File: config.mk
export PLATFORM = sky130hd
export DESIGN_NAME = uart_rx
export DESIGN_NICKNAME = d
export VERILOG_FILES = /design/src/rtl/uart_rx.sv
export SDC_FILE = /design/constraint.sdc
export NUM_CORES = 1
export LEC_CHECK = 0
export ABC_CLOCK_PERIOD_IN_PS = 2200
export CORE_ASPECT_RATIO = 1.5
export CORE_MARGIN = 3
export CORE_UTILIZATION = 51
export DETAILED_ROUTE_END_ITERATION = 12
export GPL_ROUTABILITY_DRIVEN = 0
export GPL_TIMING_DRIVEN = 0
export PLACE_DENSITY = 0.74
export SLEW_MARGIN = 10
export SYNTH_ARGS = -nofsm -noshare
export SYNTH_HDL_FRONTEND = slang
export SYNTH_SLANG_ARGS = --single-unit
File: constraint.sdc
create_clock -name clk -period 2.2 [get_ports clk]
set_clock_uncertainty 0.1 [all_clocks]
set_input_delay 0.66 -clock clk [delete_from_list [all_inputs] [get_ports clk]]
set_output_delay 0.66 -clock clk [all_outputs]
set_load 0.005 [all_outputs]
File: src/rtl/uart_rx.sv
// 8N1 serial receiver, LSB first: mid-bit sampling, pushes each good byte to the
// receive FIFO, and flags and drops frames whose stop bit is sampled low.
module uart_rx #(
  parameter int unsigned CLKS_PER_BIT = 868
) (
  input  logic       clk,
  input  logic       rstn,
  input  logic       rxd,
  output logic [7:0] rdata,
  output logic       push,
  output logic       ferr,
  output logic       busy
);

  localparam int unsigned CNT_W = (CLKS_PER_BIT > 1) ? $clog2(CLKS_PER_BIT) : 1;
  localparam logic [CNT_W-1:0] HALF_LAST = CNT_W'(CLKS_PER_BIT / 2 - 1);
  localparam logic [CNT_W-1:0] BIT_LAST  = CNT_W'(CLKS_PER_BIT - 1);

  typedef enum logic [2:0] {
    S_IDLE  = 3'd0,
    S_START = 3'd1,
    S_DATA  = 3'd2,
    S_STOP  = 3'd3,
    S_BREAK = 3'd4
  } state_e;

  state_e           state_q, state_d;
  logic [1:0]       sync_q;
  logic [CNT_W-1:0] cnt_q, cnt_d;
  logic [2:0]       bitidx_q, bitidx_d;
  logic [7:0]       shift_q, shift_d;
  logic [7:0]       rdata_q, rdata_d;
  logic             push_q, push_d;
  logic             ferr_q, ferr_d;
  logic             busy_q, busy_d;

  logic rxd_s;
  logic half_done_c;
  logic bit_done_c;

  // Two-flop synchronizer; line idles high so reset to 1.
  always_ff @(posedge clk or negedge rstn) begin
    if (!rstn) begin
      sync_q <= 2'b11;
    end else begin
      sync_q <= {sync_q[0], rxd};
    end
  end

  assign rxd_s       = sync_q[1];
  assign half_done_c = (cnt_q == HALF_LAST);
  assign bit_done_c  = (cnt_q == BIT_LAST);

  // State register
  always_ff @(posedge clk or negedge rstn) begin
    if (!rstn) begin
      state_q <= S_IDLE;
    end else begin
      state_q <= state_d;
    end
  end

  // Next-state logic
  always_comb begin
    state_d = state_q;
    case (state_q)
      S_IDLE:  if (!rxd_s) state_d = S_START;
      S_START: if (half_done_c) state_d = rxd_s ? S_IDLE : S_DATA;
      S_DATA:  if (bit_done_c && (bitidx_q == 3'd7)) state_d = S_STOP;
      S_STOP:  if (bit_done_c) state_d = rxd_s ? S_IDLE : S_BREAK;
      S_BREAK: if (rxd_s) state_d = S_IDLE;
      default: state_d = S_IDLE;
    endcase
  end

  // Datapath and output next values
  always_comb begin
    cnt_d    = cnt_q;
    bitidx_d = bitidx_q;
    shift_d  = shift_q;
    rdata_d  = rdata_q;
    push_d   = 1'b0;
    ferr_d   = 1'b0;
    case (state_q)
      S_IDLE: begin
        cnt_d = '0;
      end
      S_START: begin
        if (half_done_c) begin
          cnt_d    = '0;
          bitidx_d = 3'd0;
        end else begin
          cnt_d = cnt_q + CNT_W'(1);
        end
      end
      S_DATA: begin
        if (bit_done_c) begin
          cnt_d    = '0;
          bitidx_d = bitidx_q + 3'd1;
          shift_d  = {rxd_s, shift_q[7:1]};
        end else begin
          cnt_d = cnt_q + CNT_W'(1);
        end
      end
      S_STOP: begin
        if (bit_done_c) begin
          cnt_d = '0;
          if (rxd_s) begin
            rdata_d = shift_q;
            push_d  = 1'b1;
          end else begin
            ferr_d = 1'b1;
          end
        end else begin
          cnt_d = cnt_q + CNT_W'(1);
        end
      end
      S_BREAK: begin
        cnt_d = '0;
      end
      default: begin
        cnt_d = '0;
      end
    endcase
    busy_d = (state_d != S_IDLE);
  end

  always_ff @(posedge clk or negedge rstn) begin
    if (!rstn) begin
      cnt_q    <= '0;
      bitidx_q <= 3'd0;
      shift_q  <= 8'h00;
      rdata_q  <= 8'h00;
      push_q   <= 1'b0;
      ferr_q   <= 1'b0;
      busy_q   <= 1'b0;
    end else begin
      cnt_q    <= cnt_d;
      bitidx_q <= bitidx_d;
      shift_q  <= shift_d;
      rdata_q  <= rdata_d;
      push_q   <= push_d;
      ferr_q   <= ferr_d;
      busy_q   <= busy_d;
    end
  end

  assign rdata = rdata_q;
  assign push  = push_q;
  assign ferr  = ferr_q;
  assign busy  = busy_q;

`ifndef SYNTHESIS
  // Pulse and data-hold guarantees the FIFO relies on.
  a_push_ferr_excl : assert property (@(posedge clk) disable iff (!rstn)
    !(push_q && ferr_q));
  a_no_back_to_back : assert property (@(posedge clk) disable iff (!rstn)
    (push_q || ferr_q) |=> !(push_q || ferr_q));
  a_rdata_hold : assert property (@(posedge clk) disable iff (!rstn)
    (rdata_q != $past(rdata_q)) |-> push_q);
`endif

endmodule

==> results of run 1 <==
## per-layer routing
| metal | vias to the layer above | part of all wire, % | track usage, % | wire length, um |
|---|---|---|---|---|
| met4 | 0 | 1.9 | 8.523 | 55 |
| li1 | 552 | - | - | - |
| met3 | 6 | 2.9 | 4.110 | 87 |
| met1 | 565 | 41 | 20.90 | 1212 |
| met5 | - | 0 | 0 | 0 |
| met2 | 16 | 54 | 32.18 | 1597 |
## cell type report
type                            instances  area (um2)
Fill cell                             237        1030
Tap cell                               39       48.80
Clock inverter                          1       5.005
Buffer                                  2       8.758
Inverter                                5       18.77
Timing Repair Buffer                   17       155.1
Clock buffer                            7       96.34
Sequential cell                        37       930.9
Multi-Input combinational cell        102       709.4
## worst max-delay path, stage by stage, from the launching register on
cell and delay (ns):
dfrtp_2 0.42, or3b_4 0.41, or4_4 0.62, a21o_1 0.22, mux2_4 0.26
## synthesized netlist by cell type (all sizes together) (3+ instances only)
cell and count:
clkbuf 3, dfrtp 35, ha 4, inv 5
mux2 9, nand2 26, nand3 4, nand4 4
nor2 13, or3b 5, xor2 6
## kinds of logic after synthesis
group,Yosys count
compound gates,12
xor+xnor,8
fa+ha+maj,4
buf+inv,9
flops,37
mux,9
simple gates,69
## power breakdown
group	internal, mW	switching, mW
Clock	0.283	0.223
Combinational	0.00271	0.0132
Sequential	0.683	0.00137
## state kept, by name, summed over array words and instances, names as in the netlist
name,count
cnt_q,10
rdata,8
shift_q,8
bitidx_q,3
state_q,3
sync_q,2
busy,1
ferr,1
push,1
## path summary, 6_finish.rpt
check	from	end	slack, ns	cells past startpoint
setup / recovery	cnt_q[2]	bitidx_q[0]	0.07	4
hold / removal	sync_q[0]	sync_q[1]	0.26	0
setup reg to reg	cnt_q[2]	bitidx_q[0]	0.07	4
hold reg to reg	sync_q[0]	sync_q[1]	0.26	0
max in group asynchronous	rstn	cnt_q[2]	1.11	1
min in group asynchronous	rstn	rdata[7]	0.35	1
## placed cells by master, fill, tap and decap left out, types with 2 or more instances in the layout
cell and instances:
nand2_1 26, dfstp_2 2, xnor2_1 2, a22o_2 2, ha_1 3, dfrtp_1 33, nand3_1 4, inv_1 5
nor2_1 12, a21o_1 2, nand2b_1 2, clkdlybuf4s50_1 12, buf_4 4, or3b_2 3, nand3b_1 2, nand4_1 4
a31oi_1 2, xor2_1 6, mux2_2 8, clkbuf_8 7, dfrtp_2 2
## what timing repair did
action,in CTS,in global routing
pin swaps,0,1
gates resized for setup,4,4
setup endpoints to repair,11,26
setup buffers,3,1
gates cloned,0,0
==> flow_metrics.tcl, run 1 <==
set metrics [dict create \
    worst_ir_drop_vdd_v 0.0004764 \
    synth_ff_type "dfrtp_1" \
    tritoncts_num_sinks 37 \
    timing.setup.tns_ns 0 \
    post-synth-top-area-cell "dfrtp_1" \
    reg_clk_slew_reported_paths_ns 0.07 \
    detail_route.first_pass.iterations 4 \
    ctsHoldBuffers 0 \
    synthAdderAreaFrac_pct 3.023 \
    syn-cell-area_um2 1655 \
    initial_antenna_violation_count 0 \
    max-cap-violations 0 \
    cts_buffer_count 5 \
    syn_to_final_growth_pct 19.20 \
    share_of_the_cycle_needed_by_the_critical_path_after_routing_pct 96.62 \
    preCtsSetupSlack_ns -0.1461 \
    synth.net_count 155 \
    synth_mux_area_share_pct 6.349 \
    post_synth_and_or_nand_nor_area_fraction_pct 22.30 \
    floorplan.die.width_um 52.52 \
    layout.core_utilization_pct 65.71 \
    crit_arrival_ns 2.20 \
    worstPathRequired_ns 2.27 \
    placed_cells 200 \
    drt-initial-drc-count 27 \
    layoutNonFillerInstCount 210 \
    route.vias.total 1139 \
    cell_at_the_root_of_the_clock_tree "clkbuf_8" \
    startpoint_type "flop" \
    design_area_um2 1973 \
    totalPowerFinal_mw 1.207 \
    die_h_um 75.78 \
    layout.nets 177 \
    worst_slack_ns 0.07438 \
    synth-compound-area-share_pct 5.442 \
    setup_viol 0 \
    power_per_cell_area_nw_per_um2 611.5 \
    worstHoldPathType "flop to flop" \
    highest_achievable_clock_rate_mhz 470.5 \
    tightest_slew_ns 0.7739 \
    synth_top_family_by_area "simple AND/OR/NAND/NOR gates" \
    syn_inst 148 \
    synth-edff-count 0 \
    pin_count 14 \
    detail_route.wirelength_um 2953 \
    tritoncts "done" \
    coreArea_um2 3003 \
    final.min_clock_period_ns 2.126 \
    drc 0 \
    dp_hpwl_um 2109 \
    synth_cell_type_count 41 \
    row_count 24 \
    max_slew_headroom_pct 48.40 \
    clock_tree.buffer_depth 2 \
    asyncSetResetFlopFracSynth_pct 100.0 \
    grt_start_max_net_pins 38 \
    criticalPathCategory "flop to flop" \
    grt_pass1_vias 1166 \
    avgRoutedWirePerCell_um 14.06 \
    status "complete, no violations" \
    clock_latency_ns 0.28 \
    grtUsageTotal_pct 18.32 \
    grt_overflow 0 \
    syn_area_per_cell_um2 11.18 \
    post_route_cells_drive_above_1_share_pct 23.39 \
    cp-end-kind "flop" \
    detailed_place.area_um2 1829 \
    grt_setup_unrepaired "false" \
    synth.top_cells.by_area "dfrtp_1, nand2_1, mux2_2" \
    yosysTopAreaCellShare_pct 52.91 \
    finalHoldViolCount 0 \
    crit_fanout 10 \
    drt-vias-per-instance 5.424 \
    synth.ff_latch_count 37 \
    cellLeakagePower_nw 0.9173 \
    number_of_slew_limit_violations_in_the_final_report 0 \
    synth_warnings 0 \
    n_antenna_cell 0 \
    fin_worst_hold_slack_ns 0.2565 \
    grt_first_pass_wirelength_um 5264 \
    design.die.area_um2 3979 \
    htree_num_levels 2 \
    synth_seq_area_share_pct 56.08 \
    floorplan.initialDensity_pct 55.13 \
    drtAntennaViolNets 0 \
    synth_xor_area_share_pct 4.233 \
    io_buffers 13 \
]
Note: power is estimated with default switching activity, not from simulation.
==> run 2, diff against run 1 <==
- ABC_AREA: not set -> 1
- ABC_CLOCK_PERIOD_IN_PS: 2200 -> 1700
- clock period: 2.2 -> 1.7 ns (I/O delays scaled with it)
==> flow_metrics.tcl, run 2 <==
set metrics [dict create \
    dp_hpwl_um 2347 \
    asyncSetResetFlopFracSynth_pct 100.0 \
    timing.setup.tns_ns 0 \
    cell_at_the_root_of_the_clock_tree "clkbuf_8" \
    drtAntennaViolNets 0 \
    design.die.area_um2 4194 \
    layout.nets 233 \
    initial_antenna_violation_count 0 \
    grt_start_max_net_pins 38 \
    grt_first_pass_wirelength_um 5789 \
    max_slew_headroom_pct 46.29 \
    criticalPathCategory "flop to primary output" \
    clock_tree.buffer_depth 2 \
    crit_fanout 2 \
    yosysTopAreaCellShare_pct 49.93 \
    leading_cell_type_by_number_of_instances_after_synthesis "nand2_1" \
    io_buffers 13 \
    layout.core_utilization_pct 64.97 \
    post_route_cells_drive_above_1_share_pct 25.55 \
    synth_cell_type_count 25 \
    highest_achievable_clock_rate_mhz 638.6 \
    largest_register_ffs 10 \
    share_of_the_cycle_needed_by_the_critical_path_after_routing_pct 92.11 \
    pin_count 14 \
    reg_clk_slew_reported_paths_ns 0.07 \
    critical_path_cell_count 1 \
    floorplan.die.width_um 53.89 \
    synth.ff_latch_count 37 \
    finalHoldViolCount 0 \
    critical_path_cell_list "dlygate4sd2_1" \
    preCtsSetupSlack_ns 0.05171 \
    synth_ff_type "dfrtp_1" \
    r2r_cells 9 \
    detail_route.first_pass.iterations 6 \
    fin_worst_hold_slack_ns 0.2085 \
    avgRoutedWirePerCell_um 12.56 \
    coreArea_um2 3222 \
    design_area_um2 2093 \
    grtUsageTotal_pct 18.87 \
    synth_common_cells "nand2_1, dfrtp_1, inv_1" \
    cp-end-kind "primary output" \
    tightest_slew_ns 0.8056 \
    syn_to_final_growth_pct 19.33 \
    crit_arrival_ns 0.96 \
    switchingPower_mw 0.3299 \
    synth_warnings 0 \
    comb_power_share_pct 1.4 \
    top_family_by_delay_on_critical_path "flip-flops" \
    tritoncts_num_sinks 37 \
    setup_viol 0 \
    worst_slack_ns 0.1341 \
    floorplan.initialDensity_pct 54.45 \
    synth-edff-count 0 \
    post-synth-top-area-cell "dfrtp_1" \
    cp_slowest_cell "dfrtp_1" \
    power_per_cell_area_nw_per_um2 717.5 \
    cp_num_buf_inv 1 \
    power.clock.fraction_pct 39.5 \
    worstPathRequired_ns 1.09 \
    most-common-layout-cells "nand2_1, dfrtp_1, inv_1" \
    max-cap-violations 0 \
    drt-initial-drc-count 34 \
    route.vias.total 1343 \
    die_h_um 77.83 \
    cellLeakagePower_nw 1.071 \
    syn-cell-area_um2 1754 \
    sequentialPowerShare_pct 59.1 \
    row_count 25 \
    htree_num_levels 2 \
    worstHoldPathType "input port to asynchronous set/reset pin" \
    detail_route.wirelength_um 3353 \
    grt_setup_unrepaired "false" \
    tritoncts "done" \
    grt_overflow 0 \
    startpoint_type "flop" \
    power_internal_mw 1.172 \
    final.min_clock_period_ns 1.566 \
    crit_path_max_incr_delay_ns 0.40 \
    ctsHoldBuffers 0 \
    syn_area_per_cell_um2 8.860 \
    clock_latency_ns 0.29 \
    regMostFlops "cnt_q" \
    grt_pass1_vias 1346 \
    synth_seq_area_share_pct 52.92 \
    number_of_slew_limit_violations_in_the_final_report 0 \
    power.switching_fraction_pct 21.96 \
    synth.net_count 205 \
    cts_buffer_count 5 \
    status "complete, no violations" \
    synth.top_cells.by_area "dfrtp_1, nand2_1, o21ai_2" \
    worst_ir_drop_vdd_v 0.0007252 \
    syn_inst 198 \
    detailed_place.area_um2 1929 \
    drt-vias-per-instance 5.030 \
    drc 0 \
    n_antenna_cell 0 \
    most_frequent_standard_cell_in_the_layout_excluding_fill_and_tap_cells "nand2_1" \
]
run 2: changes by cell type in the layout (fill, tap and decap cells not counted), moves of 6 or more:
cell             previous run  this run
mux2_2                      8         0
clkdlybuf4s50_1            12         1
inv_1                       5        23
inv_2                       0         6
nor2_1                     12        19
nand2_1                    26        52
dlygate4sd2_1               0        11
o21ai_2                     0        15
run 2: cell families (layout without fill, tap and decap cells):
| group | count (synthesis) | after routing | share of synthesized area [%] |
|---|---|---|---|
| and+or+nand+nor | 97 | 97 | 24.54 |
| DFF | 37 | 37 | 52.92 |
| buffers and inverters | 35 | 64 | 8.345 |
| AOI/OAI and AO/OA | 22 | 22 | 9.843 |
| adders and majority gates | 4 | 4 | 2.853 |
| xor gates and xnor gates | 3 | 3 | 1.498 |
run 2: path summary, 6_finish.rpt:
kind	slack (ns)	to	startpoint
setup / recovery	0.13	rdata[1]	rdata[1]
setup reg to reg	0.14	rdata[6]	cnt_q[0]
max in group asynchronous	0.78	state_q[0]	rstn
hold / removal	0.21	cnt_q[4]	rstn
min in group clk	0.27	sync_q[1]	sync_q[0]
hold reg to reg	0.27	sync_q[1]	sync_q[0]
run 2: layout make-up:
class	instances	area, um2
inverter	33	126.4
tap	40	50.05
buffer	2	22.52
sequential	37	928.4
clock buffer	6	72.57
fill	254	1129
multi-input combinational	126	699.4
timing repair buffer	21	183.9
clock inverter	2	10.01
run 2: what timing repair did:
action / in CTS / in global routing
gates resized for setup: 11 / 6
setup endpoints to repair: 11 / 31
hold endpoints to repair: 0 / 0
buffers inserted: 2 / 6
pin swaps: 0 / 4
cloned: 0 / 0
run 2: per-layer routing:
layer  global-route usage [%]  part of all wire [%]  wire (um)
met3                    4.990                   3.2        106
met2                    30.95                    54       1816
met5                        0                     0          0
met1                    21.39                    40       1345
met4                    9.974                   2.5         85
run 2: through the flow:
stage,std cells,power (mW)
2_1_floorplan,198,0.9053
3_3_place_gp,251,0.9271
3_5_place_dp,251,0.9268
4_1_cts,261,1.524
5_1_grt,267,1.561
6_report,267,1.502
run 2: power groups by stage:
stage,clock (mW),combinational (mW),sequential (mW)
global placement,0,0.0234,0.904
finish,0.593,0.0217,0.887
floorplan,0,0.00200,0.903
detailed placement,0,0.0231,0.904
CTS,0.614,0.0231,0.887
global route,0.648,0.0257,0.887
